===== config.mk =====
export PLATFORM = sky130hd
export DESIGN_NAME = bip_acc_datapath_flat
export DESIGN_NICKNAME = d
export VERILOG_FILES = /design/src/rtl/bip_pkg.sv /design/src/rtl/bip_acc_datapath_if.sv /design/src/rtl/bip_alu.sv /design/src/rtl/bip_acc_datapath.sv /design/src/flat_wrapper.sv
export SDC_FILE = /design/constraint.sdc
export NUM_CORES = 1
export LEC_CHECK = 0
export CORE_MARGIN = 2
export CORE_UTILIZATION = 46
export CTS_CLUSTER_DIAMETER = 50
export DETAILED_ROUTE_END_ITERATION = 6
export HOLD_SLACK_MARGIN = 0.08
export PLACE_DENSITY_LB_ADDON = 0.3
export REMOVE_ABC_BUFFERS = 1
export SKIP_CTS_REPAIR_TIMING = 1
export SLEW_MARGIN = 20
export SYNTH_ARGS = -nofsm -noshare
export SYNTH_HDL_FRONTEND = slang
export SYNTH_SLANG_ARGS = --single-unit

===== constraint.sdc =====
create_clock -name clk -period 4.2 [get_ports clk]
set_input_delay 1.26 -clock clk [delete_from_list [all_inputs] [get_ports clk]]
set_output_delay 1.26 -clock clk [all_outputs]
set_load 0.01 [all_outputs]

===== src/rtl/bip_pkg.sv =====
// Shared encodings for the BIP accumulator datapath: accumulator source
// selects, ALU operations, flag bit positions and shifter FSM states.
package bip_pkg;

  // Accumulator source select
  typedef enum logic [1:0] {
    SEL_A_MEM = 2'd0,
    SEL_A_IMM = 2'd1,
    SEL_A_ALU = 2'd2,
    SEL_A_CLR = 2'd3
  } sel_a_e;

  // ALU B operand select
  localparam logic SEL_B_MEM = 1'b0;
  localparam logic SEL_B_IMM = 1'b1;

  // ALU operations
  typedef enum logic [2:0] {
    ALU_ADD   = 3'd0,
    ALU_SUB   = 3'd1,
    ALU_AND   = 3'd2,
    ALU_OR    = 3'd3,
    ALU_XOR   = 3'd4,
    ALU_SHL   = 3'd5,
    ALU_SRA   = 3'd6,
    ALU_PASSB = 3'd7
  } alu_op_e;

  // Bit positions inside the {Z, N, C, V} flag vector
  localparam int FLAG_Z = 3;
  localparam int FLAG_N = 2;
  localparam int FLAG_C = 1;
  localparam int FLAG_V = 0;

  // Shifter sequencing
  typedef enum logic {
    ST_IDLE  = 1'b0,
    ST_SHIFT = 1'b1
  } dp_state_e;

endpackage


===== src/rtl/bip_acc_datapath_if.sv =====
// Control-unit / data-memory bus of the accumulator datapath. The master side
// is the control unit (and memory read data), the slave side is the datapath.
interface bip_acc_datapath_if #(
  parameter int DATA_W    = 16,
  parameter int OPERAND_W = 11,
  parameter int ADDR_W    = 11
);

  logic [OPERAND_W-1:0] i_operand;
  logic [1:0]           i_sel_a;
  logic                 i_sel_b;
  logic [2:0]           i_alu_op;
  logic                 i_write_acc;
  logic [DATA_W-1:0]    i_mem_data;
  logic [DATA_W-1:0]    o_mem_data;
  logic [ADDR_W-1:0]    o_mem_address;
  logic                 o_busy;
  logic [3:0]           o_flags;

  modport master (
    output i_operand, i_sel_a, i_sel_b, i_alu_op, i_write_acc, i_mem_data,
    input  o_mem_data, o_mem_address, o_busy, o_flags
  );

  modport slave (
    input  i_operand, i_sel_a, i_sel_b, i_alu_op, i_write_acc, i_mem_data,
    output o_mem_data, o_mem_address, o_busy, o_flags
  );

endinterface


===== src/rtl/bip_alu.sv =====
// Single-cycle ALU of the accumulator datapath. Shift ops are handled by the
// iterative shifter in the top level; here they simply pass A through.
module bip_alu
  import bip_pkg::*;
#(
  parameter int DATA_W = 16
) (
  input  logic [DATA_W-1:0] a_i,
  input  logic [DATA_W-1:0] b_i,
  input  alu_op_e           op_i,
  output logic [DATA_W-1:0] result_o,
  output logic              carry_o,
  output logic              ovf_o
);

  logic [DATA_W:0] sum;
  logic [DATA_W:0] diff;

  assign sum  = {1'b0, a_i} + {1'b0, b_i};
  assign diff = {1'b0, a_i} - {1'b0, b_i};

  // Result and carry/overflow selection per operation
  always_comb begin
    // NOTE: every output gets a default first so no path through the case infers a latch.
    result_o = a_i;
    carry_o  = 1'b0;
    ovf_o    = 1'b0;
    unique case (op_i)
      ALU_ADD: begin
        result_o = sum[DATA_W-1:0];
        carry_o  = sum[DATA_W];
        ovf_o    = (a_i[DATA_W-1] == b_i[DATA_W-1]) &&
                   (sum[DATA_W-1] != a_i[DATA_W-1]);
      end
      ALU_SUB: begin
        // Top bit of the widened difference is the borrow (unsigned a < b)
        result_o = diff[DATA_W-1:0];
        carry_o  = diff[DATA_W];
        ovf_o    = (a_i[DATA_W-1] != b_i[DATA_W-1]) &&
                   (diff[DATA_W-1] != a_i[DATA_W-1]);
      end
      ALU_AND:   result_o = a_i & b_i;
      ALU_OR:    result_o = a_i | b_i;
      ALU_XOR:   result_o = a_i ^ b_i;
      ALU_SHL:   result_o = a_i;
      ALU_SRA:   result_o = a_i;
      ALU_PASSB: result_o = b_i;
    endcase
  end

endmodule


===== src/rtl/bip_acc_datapath.sv =====
// BIP accumulator datapath: accumulator register, multi-function ALU,
// {Z,N,C,V} flags and a one-bit-per-cycle shifter that holds o_busy while
// it runs. Writes arriving while busy are dropped, not queued.
module bip_acc_datapath
  import bip_pkg::*;
#(
  parameter int DATA_W    = 16,
  parameter int OPERAND_W = 11,
  parameter int ADDR_W    = 11
) (
  input  logic               clk,
  input  logic               rst,
  bip_acc_datapath_if.slave  bus
);

  localparam int SHAMT_W = $clog2(DATA_W);

  logic [DATA_W-1:0]  imm_ext;
  logic [DATA_W-1:0]  opnd_b;
  logic [DATA_W-1:0]  alu_result;
  logic               alu_carry;
  logic               alu_ovf;
  logic [SHAMT_W-1:0] shamt;
  alu_op_e            alu_op;
  sel_a_e             sel_a;
  logic               accept;
  logic               refresh_zn;
  logic               shift_out;

  dp_state_e          state_q, state_d;
  logic [DATA_W-1:0]  acc_q, acc_d;
  logic [3:0]         flags_q, flags_d;
  logic [SHAMT_W-1:0] count_q, count_d;
  logic               sra_q, sra_d;
  logic               busy_q, busy_d;

  assign imm_ext = {{(DATA_W-OPERAND_W){bus.i_operand[OPERAND_W-1]}}, bus.i_operand};
  assign opnd_b  = (bus.i_sel_b == SEL_B_IMM) ? imm_ext : bus.i_mem_data;
  assign shamt   = opnd_b[SHAMT_W-1:0];
  assign alu_op  = alu_op_e'(bus.i_alu_op);
  assign sel_a   = sel_a_e'(bus.i_sel_a);
  assign accept  = bus.i_write_acc && !busy_q;

  bip_alu #(
    .DATA_W (DATA_W)
  ) u_alu (
    .a_i      (acc_q),
    .b_i      (opnd_b),
    .op_i     (alu_op),
    .result_o (alu_result),
    .carry_o  (alu_carry),
    .ovf_o    (alu_ovf)
  );

  // Next-state: accept a write in IDLE, or step the shifter one bit in SHIFT
  always_comb begin
    state_d    = state_q;
    acc_d      = acc_q;
    flags_d    = flags_q;
    count_d    = count_q;
    sra_d      = sra_q;
    busy_d     = busy_q;
    refresh_zn = 1'b0;
    shift_out  = 1'b0;

    unique case (state_q)
      ST_IDLE: begin
        if (accept) begin
          refresh_zn = 1'b1;
          unique case (sel_a)
            SEL_A_MEM: acc_d = bus.i_mem_data;
            SEL_A_IMM: acc_d = imm_ext;
            SEL_A_CLR: acc_d = '0;
            SEL_A_ALU: begin
              if (alu_op == ALU_SHL || alu_op == ALU_SRA) begin
                if (shamt == '0) begin
                  // Zero-distance shift completes now with acc unchanged
                  flags_d[FLAG_C] = 1'b0;
                  flags_d[FLAG_V] = 1'b0;
                end else begin
                  // Flags stay put until the final shift step
                  refresh_zn = 1'b0;
                  state_d    = ST_SHIFT;
                  count_d    = shamt;
                  sra_d      = (alu_op == ALU_SRA);
                  busy_d     = 1'b1;
                end
              end else begin
                acc_d           = alu_result;
                flags_d[FLAG_C] = alu_carry;
                flags_d[FLAG_V] = alu_ovf;
              end
            end
          endcase
        end
      end
      ST_SHIFT: begin
        if (sra_q) begin
          acc_d     = {acc_q[DATA_W-1], acc_q[DATA_W-1:1]};
          shift_out = acc_q[0];
        end else begin
          acc_d     = {acc_q[DATA_W-2:0], 1'b0};
          shift_out = acc_q[DATA_W-1];
        end
        if (count_q == SHAMT_W'(1)) begin
          state_d         = ST_IDLE;
          busy_d          = 1'b0;
          count_d         = '0;
          refresh_zn      = 1'b1;
          flags_d[FLAG_C] = shift_out;
          flags_d[FLAG_V] = 1'b0;
        end else begin
          count_d = count_q - SHAMT_W'(1);
        end
      end
    endcase

    // Z and N always reflect the value being written
    if (refresh_zn) begin
      flags_d[FLAG_Z] = (acc_d == '0);
      flags_d[FLAG_N] = acc_d[DATA_W-1];
    end
  end

  // Register all datapath and sequencing state; reset aborts any shift at once
  // NOTE: the async reset clears every register, so a mid-shift reset leaves no stale count or direction.
  always_ff @(posedge clk or negedge rst) begin
    if (!rst) begin
      state_q <= ST_IDLE;
      acc_q   <= '0;
      flags_q <= '0;
      count_q <= '0;
      sra_q   <= 1'b0;
      busy_q  <= 1'b0;
    end else begin
      // NOTE: non-blocking so every register updates from pre-edge values.
      state_q <= state_d;
      acc_q   <= acc_d;
      flags_q <= flags_d;
      count_q <= count_d;
      sra_q   <= sra_d;
      busy_q  <= busy_d;
    end
  end

  assign bus.o_mem_data    = acc_q;
  assign bus.o_mem_address = bus.i_operand[ADDR_W-1:0];
  assign bus.o_busy        = busy_q;
  assign bus.o_flags       = flags_q;

endmodule


===== src/flat_wrapper.sv =====
// flat-port wrapper written by rule: the top's interface ports become plain ports
module bip_acc_datapath_flat import bip_pkg::*;
#(
  parameter int DATA_W    = 16,
  parameter int OPERAND_W = 11,
  parameter int ADDR_W    = 11
)
  (clk, rst, bus_i_operand, bus_i_sel_a, bus_i_sel_b, bus_i_alu_op, bus_i_write_acc, bus_i_mem_data, bus_o_mem_data, bus_o_mem_address, bus_o_busy, bus_o_flags);
  bip_acc_datapath_if #(.DATA_W(DATA_W), .OPERAND_W(OPERAND_W), .ADDR_W(ADDR_W)) bus_i ();
  input  logic clk;
  input  logic rst;
  input wire logic [$bits(bus_i.i_operand)-1:0] bus_i_operand;
  input wire logic [$bits(bus_i.i_sel_a)-1:0] bus_i_sel_a;
  input wire logic [$bits(bus_i.i_sel_b)-1:0] bus_i_sel_b;
  input wire logic [$bits(bus_i.i_alu_op)-1:0] bus_i_alu_op;
  input wire logic [$bits(bus_i.i_write_acc)-1:0] bus_i_write_acc;
  input wire logic [$bits(bus_i.i_mem_data)-1:0] bus_i_mem_data;
  output wire logic [$bits(bus_i.o_mem_data)-1:0] bus_o_mem_data;
  output wire logic [$bits(bus_i.o_mem_address)-1:0] bus_o_mem_address;
  output wire logic [$bits(bus_i.o_busy)-1:0] bus_o_busy;
  output wire logic [$bits(bus_i.o_flags)-1:0] bus_o_flags;
  assign bus_i.i_operand = bus_i_operand;
  assign bus_i.i_sel_a = bus_i_sel_a;
  assign bus_i.i_sel_b = bus_i_sel_b;
  assign bus_i.i_alu_op = bus_i_alu_op;
  assign bus_i.i_write_acc = bus_i_write_acc;
  assign bus_i.i_mem_data = bus_i_mem_data;
  assign bus_o_mem_data = bus_i.o_mem_data;
  assign bus_o_mem_address = bus_i.o_mem_address;
  assign bus_o_busy = bus_i.o_busy;
  assign bus_o_flags = bus_i.o_flags;
  bip_acc_datapath #(.DATA_W(DATA_W), .OPERAND_W(OPERAND_W), .ADDR_W(ADDR_W)) u_core (.clk(clk), .rst(rst), .bus(bus_i));
endmodule

# Yosys cells after proc, flatten, opt, wreduce, memory -nomap -nowiden
# Cells that the tools add are included.
# W data, S select, Z words.
# totals
input_bits,36
reg_bits,27
# classes
n_bitwise,5
addsub,3
eq_ne,21
reduce_logical,14
n_mux,40
# ops
cell,count
$pmux W16 S7,1
$mux W16,4
$pmux W16 S4,1
$pmux W16 S2,1
$mux W4,5
$add A16 B16 Y17,1
$sub A16 B16 Y17,1
$and A16 B16 Y16,1
$logic_not A16 Y1,1
$mux W1,16
$or A16 B16 Y16,1
$xor A16 B16 Y16,1
$eq A3 B3 Y1 const B,4
$mux W2,5
$pmux W1 S2,5
$reduce_and A5 Y1,2
$pmux W4 S2,1
$reduce_and A4 Y1,2
$eq A3 B2 Y1 const B,2
$ne A2 B2 Y1 const B,3
$eq A2 B2 Y1 const B,2
$eq A4 B1 Y1 const B,1
$logic_not A4 Y1,1
$ne A2 B1 Y1 const B,2
other kinds (14),19

# Depth between registers and ports, before layout
# Gate-level depths: netlist (run 1).
# depth
depth_word,9
mapped_depth,16
mapped_depth_nobuf,15

# Hierarchy
# A second synthesis (run 1) with hierarchy kept.
# unflattened
cells_unflattened,710
hier_area_um2,5415.2
# modules_own_cells
mod,seq_area_each_um2,instances,area_each_um2,cells_per_inst
bip_alu,0.0,1,2924.1,430
bip_acc_datapath,675.6,1,2491.1,280

# Worst setup path before layout (run 1)
# Ideal clock, no wire load.
# synth_timing
kind,input -> register
start,in bus_i_sel_b
end,"reg u_core.flags_q[3], in the netlist u_core.bus.o_flags[3]"
arrival_time_ps,4716
cell_stages,14
setup_time_ps,92
setup_slack_ps,-608
cell_sequence,buf_6 -> mux2i_4 -> inv_1 -> ha_1 -> fa_1 -> xnor2_1 -> a21oi_1 -> o21ai_0 -> o21ai_1 -> or4_1 -> or4_1 -> or4_1 -> or4_1 -> o31ai_2
# synth_via
elab_chain_len,8
# synth_rtl
item,line,rtl
start: declaration,flat_wrapper.sv:14,input wire logic [$bits(bus_i.i_sel_b)-1:0] bus_i_sel_b;
$mux W16 (*),bip_acc_datapath.sv:38,assign opnd_b = (bus.i_sel_b == SEL_B_IMM) ? imm_ext : bus.i_mem_data;
"$sub A16 B16 Y17, or another cell as far along",bip_alu.sv:20,"assign diff = {1'b0, a_i} - {1'b0, b_i};"
$pmux W16 S7 (*),bip_alu.sv:28,unique case (op_i)
$mux W16 (*),bip_acc_datapath.sv:75,if (alu_op == ALU_SHL || alu_op == ALU_SRA) begin
$pmux W16 S4 (*),bip_acc_datapath.sv:70,unique case (sel_a)
$mux W16 (*),bip_acc_datapath.sv:68,if (accept) begin
$pmux W16 S2 (*),bip_acc_datapath.sv:66,unique case (state_q)
net u_core.acc_d[2],bip_acc_datapath.sv:31,"logic [DATA_W-1:0] acc_q, acc_d;"
$logic_not A16 Y1 (*),bip_acc_datapath.sv:120,flags_d[FLAG_Z] = (acc_d == '0);
end signal: assignment,bip_acc_datapath.sv:139,flags_q <= flags_d;
end: declaration,bip_acc_datapath.sv:32,"logic [3:0] flags_q, flags_d;"
# Mark *: on every way through the listed nets, which the timed path passes. The rest lies on a longest branch.
# A chain may end at the register's enable or synchronous reset.

# Final worst setup path (run 1)
# Same ends and word-level chain as after synthesis.

==> run_results.csv, run 1 <==
group,metric,value,unit
outcome,status,"complete, but fails checks",
outcome,violations,"setup timing",
global_routing,antenna_found_initial,0,
synthesis,synth_cells,663,
synthesis,ys_top_cells_by_area,"ha_1, dfrtp_1, a21oi_1, o21ai_0, mux2i_1",
sta,max_slew.worst_pin.slew,579,ps
route,post_drt_wl_per_cell,20.4,µm
synthesis,async_flop_share,100,%
hold_path,hold-path-cell-count,1,
final_layout,n_antenna_cell,0,
sta,fin_ws,-650,ps
die,core,0.0104,mm²
sta,rsz0062_at_grt,"yes",
clocking,cts_num_sinks,27,
sta,slew_headroom,61.3,%
global_routing,grt_use_total,34.2,%
synthesis,avgSynthCellArea,7.44,µm²
clocking,clock_path_buffers,2,
die,die-area,0.0116,mm²
sta,final_hold_viol_count,0,
setup_path,reg2reg_depth,13,
final_layout,final_common_cell,"buf_4",
synthesis,synth_top_area_share,15.2,%
setup_path,required,4390,ps
final_layout,drive_gt1_share,30.9,%
sta,drv_slew,0,
job,cap_violations,0,
sta,finalCriticalPeriod,4850,ps
synthesis,yosys_warnings,0,
synthesis,yosysUniqueCellTypes,71,
power_and_ir_drop,ir_drop,0.390,mV
route,final_antenna_net_count,0,
clocking,clkLatencyLatePin,280,ps
final_layout,area_growth_syn_to_layout,51.5,%
power_and_ir_drop,p_total,3.91,mW
global_routing,grt_first_pass_wirelength,31200,µm
synthesis,syn_area,0.00493,mm²
sta,fin_worst_skew,7.09,ps
setup_path,cp-start-kind,"input pin",
setup_path,cp.arrival,5040,ps
sta,finalSetupTns,-1120,ps
global_routing,first_global_vias,6146,
clocking,numCtsBuffers,3,
clocking,cts_tree,"yes",
route,dr.pass1.iters,5,
clocking,h-tree-depth,1,
setup_path,cp_max_fo,6,
route,drc_errors,0,
global_routing,grt_max_degree,33,
synthesis,synth-seq-cells,27,
sta,setup_viol,4,
power_and_ir_drop,power_leakage,3.55,nW
setup_path,path_class,"input pin to register",
synthesis,synth.largest_area_cell,"ha_1",
synthesis,synth_enable_flop_cells,0,
synthesis,ys_seq_area_share,13.7,%
final_layout,multi_input_area,0.00413,mm²
global_routing,gr-total-overflow,0,
power_and_ir_drop,powerDensity,523,mW/mm²
route,routed_wl,20800,µm
placement,post-dp-hpwl,15900,µm
die,chipWidth,108,µm
setup_path,endpoint_kind,"register",
final_layout,layout.cells.most_common_list,"buf_4, a21oi_1, nor2_1",
die,start_util,47.6,%
final_layout,fillCellCount,863,
placement,place_inst,1008,
synthesis,synth_ff_type,"dfrtp_1",
die,row_count,37,
placement,place.gp.congestion,0.962,
route,viasPerCell,6.17,
clocking,cts-root-buf,"clkbuf_8",
die,io_pins,68,
final_layout,layout.area.seq,676,µm²
placement,portBuffers,67,
sta,fin_crit_sh,115,%
route,route.vias.total,6309,
final_layout,final_nets,985,
clocking,clk_pin_slew_worst_paths,110,ps
final_layout,fin_cells,1022,
hold_path,hold_path.class,"register to register",
die,die_h,108,µm
sta,fmax,0.206,GHz
route,drt_iter0_markers,519,
## registers in the layout (all words and copies together) (netlist names)
register / flops
u_core.bus.o_mem_data: 16
u_core.count_q: 4
u_core.bus.o_flags: 4
u_core.sra_q: 1
u_core.bus.o_busy: 1
u_core.state_q: 1
## routing by layer
metal	GRT usage, %	wire [µm]
met1	44.0	8170
met2	57.2	9740
met3	4.90	2030
met4	13.8	898
met5	0	0
## cell type report
| class | instances | area share, % |
|---|---|---|
| multi-input combinational | 534 | 55.2 |
| timing repair buffer | 260 | 29.7 |
| sequential | 27 | 9.04 |
| inverter | 61 | 3.10 |
| tap | 136 | 2.28 |
| clock buffer | 4 | 0.603 |
## cell usage after synthesis, types with 3 or more instances
cell type,number
a211o_1,4
a21boi_0,4
a21o_1,6
a21oi_1,65
a221oi_1,18
a22oi_1,4
a31oi_1,5
and2_1,4
buf_1,3
buf_2,4
buf_4,13
buf_6,3
clkbuf_1,18
dfrtp_1,27
ha_1,60
inv_1,60
mux2_2,14
mux2i_1,24
nand2_1,48
nand2b_1,7
nand3_1,8
nor2_1,57
nor2b_1,16
nor3_1,14
o211a_1,3
o211ai_1,8
o21ai_0,50
o21bai_1,5
o221ai_1,7
o22ai_1,15
o31ai_1,7
o41ai_1,3
or3_1,5
or4_1,5
xnor2_1,21
xor2_1,3
## logic make-up (layout without fill, tap and decap cells)
logic type,count (synthesis),in the layout,share of synthesized area [%]
adder cells (fa/ha/maj),62,62,16.0
AND/OR/NAND/NOR,179,179,17.4
XOR/XNOR,24,24,4.26
multiplexers,40,40,8.98
buffers and inverters,102,325,9.31
AO/OA/AOI/OAI,229,229,30.3
flip-flops,27,27,13.7
## through the flow
step,hold slack (ps),setup WS [ps],utilization [%],area (µm²)
detailed placement,506,-1470,66.9,6940
finish,546,-650,72.1,7470
floorplan,506,-438,-,4700
CTS,529,-1190,67.3,6980
global route,547,-721,72.1,7470
global placement,490,-1410,66.9,6940
## worst max-delay path, stage by stage
cell and delay [ps]:
buf_8 80, buf_12 120, buf_12 120, mux2i_4 320, buf_6 150, fa_1 390, a31oi_1 200, o21ai_1 130
nand2_1 110, o221ai_2 110, or4_1 550, or4_1 400, or4_4 420, or4_4 490, o31ai_2 190
## power by group
group / internal [mW] / switching (mW)
registers: 0.359 / 0.148
logic: 1.61 / 1.63
clock network: 0.0682 / 0.0905
total: 2.04 / 1.87
## worst paths after layout
kind / slack [ps] / startpoint / to
min: 550 / u_core.bus.o_flags[2] / u_core.bus.o_flags[2]
max in group asynchronous: 2550 / rst / u_core.bus.o_mem_data[11]
min in group asynchronous: 1360 / rst / u_core.count_q[2]
min reg2reg: 550 / u_core.bus.o_flags[2] / u_core.bus.o_flags[2]
max: -650 / bus_i_sel_b / u_core.bus.o_flags[3]
max reg2reg: 290 / u_core.bus.o_mem_data[0] / u_core.bus.o_flags[3]
Note: power is estimated with default switching activity, not from simulation.
==> run 2: changes to the inputs <==
--- a/config.mk
+++ b/config.mk
@@ -9,6 +9,7 @@
 export CORE_UTILIZATION = 46
 export CTS_CLUSTER_DIAMETER = 50
 export DETAILED_ROUTE_END_ITERATION = 6
+export GPL_TIMING_DRIVEN = 0
 export HOLD_SLACK_MARGIN = 0.08
 export PLACE_DENSITY_LB_ADDON = 0.3
 export REMOVE_ABC_BUFFERS = 1
==> constraint.sdc (replaced) <==
create_clock -name clk -period 5.15 [get_ports clk]
set_input_delay 1.545 -clock clk [delete_from_list [all_inputs] [get_ports clk]]
set_output_delay 1.545 -clock clk [all_outputs]
set_load 0.01 [all_outputs]
==> run_results.csv, run 2 (synthesis gave the netlist of run 1 again) <==
group,metric,value,unit
outcome,status,"finished, final reports clean",
sta,fin_worst_skew,6.38,ps
sta,rsz0062_at_grt,"yes",
sta,finalSetupTns,0,ps
route,post_drt_wl_per_cell,20.2,µm
sta,fin_crit_sh,99.5,%
setup_path,cp.arrival,5340,ps
final_layout,largest_reg_flops,16,
sta,slew_headroom,13.2,%
die,row_count,37,
clocking,clkLatencyLatePin,290,ps
clocking,clk_pin_slew_worst_paths,110,ps
clocking,clock_path_buffers,2,
clocking,cts_num_sinks,27,
final_layout,post-route-util,57.3,%
route,viasPerCell,6.28,
final_layout,layout.cells.most_common_list,"a21oi_1, inv_1, nor2_1",
die,core,0.0104,mm²
setup_path,cp-start-kind,"input pin",
setup_path,required,5360,ps
die,die_h,108,µm
global_routing,grt_use_total,28.2,%
sta,setup_viol,0,
clocking,cts_tree,"yes",
route,route.vias.total,5302,
power_and_ir_drop,powerDensity,426,mW/mm²
sta,max_slew.worst_pin.slew,1290,ps
final_layout,final_nets,807,
setup_path,path_class,"input pin to register",
power_and_ir_drop,ir_drop,0.205,mV
clocking,cts-root-buf,"clkbuf_8",
global_routing,grt_max_degree,35,
setup_path,cp_num_buf_inv,1,
route,final_antenna_net_count,0,
job,cap_violations,0,
die,die-area,0.0116,mm²
hold_path,hold_path.class,"register to register",
global_routing,antenna_found_initial,0,
sta,final_hold_viol_count,0,
final_layout,drive_gt1_share,12.0,%
route,dr.pass1.iters,5,
sta,finalCriticalPeriod,5130,ps
placement,portBuffers,67,
route,drt_iter0_markers,665,
setup_path,cp_max_fo,10,
sta,hold_ws,511,ps
die,chipWidth,108,µm
setup_path,endpoint_kind,"register",
setup_path,crit_top_cell,"or4_1",
die,io_pins,68,
final_layout,area_growth_syn_to_layout,20.5,%
final_layout,n_antenna_cell,0,
sta,fmax,0.195,GHz
setup_path,crit_path_cell_trace,"clkdlybuf4s50_1 -> nand2b_1 -> nor2_1 -> o21ai_0 -> a21oi_1 -> a21oi_1 -> or4_1 -> or4_1 -> or4_1 -> or4_4 -> o31ai_2",
clocking,h-tree-depth,1,
global_routing,first_global_vias,4945,
sta,drv_slew,0,
global_routing,grt_first_pass_wirelength,26000,µm
final_layout,final_common_cell,"a21oi_1",
route,drc_errors,0,
route,routed_wl,17100,µm
setup_path,critPathTopFamily,"simple AND/OR/NAND/NOR gates",
placement,place.gp.congestion,1.00,
power_and_ir_drop,power_leakage,2.56,nW
global_routing,gr-total-overflow,0,
placement,post-dp-hpwl,12300,µm
die,start_util,47.6,%
setup_path,critPathMaxStageDelay,540,ps
setup_path,critical_path.slowest_cell,"or4_1",
clocking,numCtsBuffers,3,
run 2: area by class of cell:
class,instances,area [µm²]
Sequential cell,27,676
Clock buffer,3,41.3
Multi-Input combinational cell,534,4010
Timing Repair Buffer,82,810
Clock inverter,1,7.51
Fill cell,985,4430
Inverter,61,229
Tap cell,136,170
run 2: routing by layer:
| layer | wire length (µm) | global-route usage [%] | up-vias |
|---|---|---|---|
| met4 | 393 | 6.87 | 0 |
| met5 | 0 | 0 | - |
| met3 | 1370 | 2.66 | 42 |
| li1 | - | - | 2474 |
| met2 | 8110 | 47.3 | 292 |
| met1 | 7170 | 38.9 | 2494 |
run 2: worst paths after layout:
path                                        from                  endpoint  slack [ps]  depth (start not counted)
max in group asynchronous                    rst  u_core.bus.o_mem_data[9]        3450                          1
min in group asynchronous                    rst     u_core.bus.o_flags[0]        1270                          1
max reg2reg                       u_core.state_q     u_core.bus.o_flags[3]         400                         10
max                              bus_i_write_acc     u_core.bus.o_flags[3]          20                         11
min                        u_core.bus.o_flags[3]     u_core.bus.o_flags[3]         510                          2
min reg2reg                u_core.bus.o_flags[3]     u_core.bus.o_flags[3]         510                          2
run 2: worst register-to-register path, delay by kind of cell, from the launching register on:
kind | cells | cell delay [ps]
simple gates | 6 | 2380
flops | 1 | 1120
buf+inv | 1 | 660
compound gates | 3 | 510
run 2: where the power goes:
| group | switching, mW | leakage [nW] | internal (mW) |
|---|---|---|---|
| sequential | 0.176 | 0.328 | 0.292 |
| clock | 0.0805 | 0.0217 | 0.0553 |
| combinational | 1.06 | 2.21 | 0.870 |
| total | 1.31 | 2.56 | 1.22 |
run 2: stage by stage:
stage	total power [mW]	std cells	worst slack (ps)	instance area (µm²)
after floorplan	1.64	622	227	4700
after global placement	2.15	825	-1880	5540
after detailed placement	2.19	826	-1590	5550
after CTS	2.34	830	-1300	5600
after global routing	2.72	844	-64.8	5940
final	2.53	844	23.5	5940
==> run 3: changes to the inputs <==
--- a/config.mk
+++ b/config.mk
@@ -5,12 +5,14 @@
 export SDC_FILE = /design/constraint.sdc
 export NUM_CORES = 1
 export LEC_CHECK = 0
+export CAP_MARGIN = 20
 export CORE_MARGIN = 2
 export CORE_UTILIZATION = 46
 export CTS_CLUSTER_DIAMETER = 50
 export DETAILED_ROUTE_END_ITERATION = 6
 export GPL_TIMING_DRIVEN = 0
 export HOLD_SLACK_MARGIN = 0.08
+export MAX_ROUTING_LAYER = met4
 export PLACE_DENSITY_LB_ADDON = 0.3
 export REMOVE_ABC_BUFFERS = 1
 export SKIP_CTS_REPAIR_TIMING = 1
==> run_results.csv, run 3 (synthesis gave the netlist of run 1 again) <==
group,metric,value,unit
clocking,cts_num_sinks,27,
sta,max_slew.worst_pin.slew,1220,ps
power_and_ir_drop,sequentialPowerShare,18.4,%
power_and_ir_drop,intPower,1.21,mW
final_layout,fin_cells,844,
route,routed_wl,17000,µm
global_routing,first_global_vias,5023,
clocking,cts-root-buf,"clkbuf_8",
sta,fmax,0.193,GHz
setup_path,crit_top_cell,"or4_1",
clocking,numCtsBuffers,3,
final_layout,multi_input_area,0.00399,mm²
placement,postPlaceCellArea,0.00556,mm²
sta,rsz0062_at_grt,"yes",
route,dr.pass1.iters,7,
setup_path,path_class,"input pin to register",
power_and_ir_drop,swShare,51.6,%
placement,place.gp.congestion,0.998,
setup_path,r2r_start,"u_core.state_q",
power_and_ir_drop,power.switching,1.30,mW
setup_path,endpoint_kind,"register",
outcome,status,"complete, but fails checks",
setup_path,cp_max_fo,5,
setup_path,required,5350,ps
placement,post-dp-hpwl,12300,µm
sta,fin_crit_sh,100,%
die,die-area,0.0116,mm²
die,row_count,37,
hold_path,hold_path.class,"register to register",
job,cap_violations,0,
setup_path,reg2reg_depth,10,
sta,fin_ws,-23.5,ps
global_routing,grt_use_total,28.6,%
final_layout,largest_reg_flops,16,
global_routing,antenna_found_initial,0,
power_and_ir_drop,ir_drop,0.270,mV
clocking,clk_pin_slew_worst_paths,100,ps
sta,final_hold_viol_count,0,
die,core,0.0104,mm²
setup_path,critPathCapture,"u_core.bus.o_flags[3]",
global_routing,grt_max_degree,34,
sta,finalCriticalPeriod,5170,ps
sta,setup_viol,1,
final_layout,final_nets,807,
route,drt_iter0_markers,577,
global_routing,gr-total-overflow,0,
route,drc_errors,0,
setup_path,critPathMaxStageDelay,550,ps
final_layout,n_antenna_cell,0,
sta,slew_headroom,18.3,%
die,chipWidth,108,µm
outcome,violations,"setup timing",
final_layout,layout.area.seq,676,µm²
setup_path,crit_path_cell_trace,"clkdlybuf4s50_1 -> mux2i_4 -> buf_4 -> ha_4 -> nor2b_1 -> nor3_1 -> o22ai_1 -> o21ai_1 -> or4_1 -> or4_1 -> or4_1 -> or4_4 -> o31ai_2",
final_layout,final_common_cell,"a21oi_1",
global_routing,grt_first_pass_wirelength,25600,µm
power_and_ir_drop,combPwrFrac,76.6,%
sta,drv_slew,0,
hold_path,worstHoldStart,"u_core.bus.o_flags[0]",
setup_path,cp-start-kind,"input pin",
route,route.vias.total,5286,
power_and_ir_drop,power_leakage,2.56,nW
clocking,h-tree-depth,1,
sta,finalSetupTns,-23.5,ps
route,final_antenna_net_count,0,
final_layout,layout.cells.most_common_list,"a21oi_1, inv_1, nor2_1",
power_and_ir_drop,powerDensity,422,mW/mm²
final_layout,fillCellCount,981,
setup_path,critical_path.slowest_cell,"or4_1",
setup_path,critPathLaunch,"bus_i_mem_data[2]",
power_and_ir_drop,clkPwrFrac,5.0,%
placement,portBuffers,67,
route,viasPerCell,6.26,
setup_path,r2r_end,"u_core.bus.o_flags[3]",
final_layout,design_area,0.00594,mm²
sta,fin_worst_skew,1.45,ps
setup_path,cp.arrival,5370,ps
clocking,cts_tree,"yes",
clocking,clock_path_buffers,2,
setup_path,ff2ff_setup_slack,1070,ps
final_layout,drive_gt1_share,11.3,%
die,io_pins,68,
route,post_drt_wl_per_cell,20.2,µm
die,start_util,47.6,%
clocking,clkLatencyLatePin,280,ps
placement,place_inst,826,
die,die_h,108,µm
final_layout,post-route-util,57.3,%
final_layout,area_growth_syn_to_layout,20.5,%
-- run 3: changes by cell type in the layout (fill, tap and decap cells not counted), moves of 2 or more --
cell and delta:
ha_4 +2, o21ai_0 +2, ha_2 -2, inv_2 -2
-- run 3: metal layers --
layer	share of wire, %	GRT usage, %	routed length [µm]	up-vias
li1	-	-	-	2473
met1	42	37.0	7190	2519
met2	47	46.7	8020	250
met3	8.3	3.51	1410	44
met4	2.6	9.16	435	0
met5	0	-	0	-
-- run 3: worst min path at each step --
stage | slack, ps | end | cells past startpoint
floorplan | 510 | u_core.count_q[0] | 1
global placement | 480 | u_core.bus.o_flags[3] | 2
detailed placement | 490 | u_core.bus.o_flags[3] | 2
CTS | 510 | u_core.bus.o_flags[3] | 2
global route | 520 | u_core.bus.o_flags[3] | 2
finish | 500 | u_core.bus.o_flags[0] | 2
-- run 3: worst max-delay path: cells and delay by family --
kind	cells	cell delay, ps
mux	1	260
fa+ha+maj	1	210
simple gates	6	2210
buf+inv	2	670
compound gates	3	490
-- run 3: final cells by class --
type,count,area share (%)
repair buffers,82,14.0
multi-input cells,534,67.1
clock buffers,4,0.758
inverters,61,3.89
flip-flops and latches,27,11.4
well taps,136,2.86
-- run 3: per-stage QoR --
stage,setup WS (ps),power (mW),hold slack [ps]
floorplan,227,1.64,506
detailed placement,-1580,2.20,486
CTS,-1320,2.33,508
global route,-148,2.69,518
global placement,-1880,2.15,481
finish,-23.5,2.51,500
-- run 3: power by group through the flow --
stage	sequential (mW)	clock (mW)	combinational [mW]
final	0.461	0.126	1.92
after global routing	0.475	0.132	2.08
after CTS	0.462	0.125	1.74
after detailed placement	0.466	0	1.73
after global placement	0.463	0	1.68
after floorplan	0.442	0	1.19
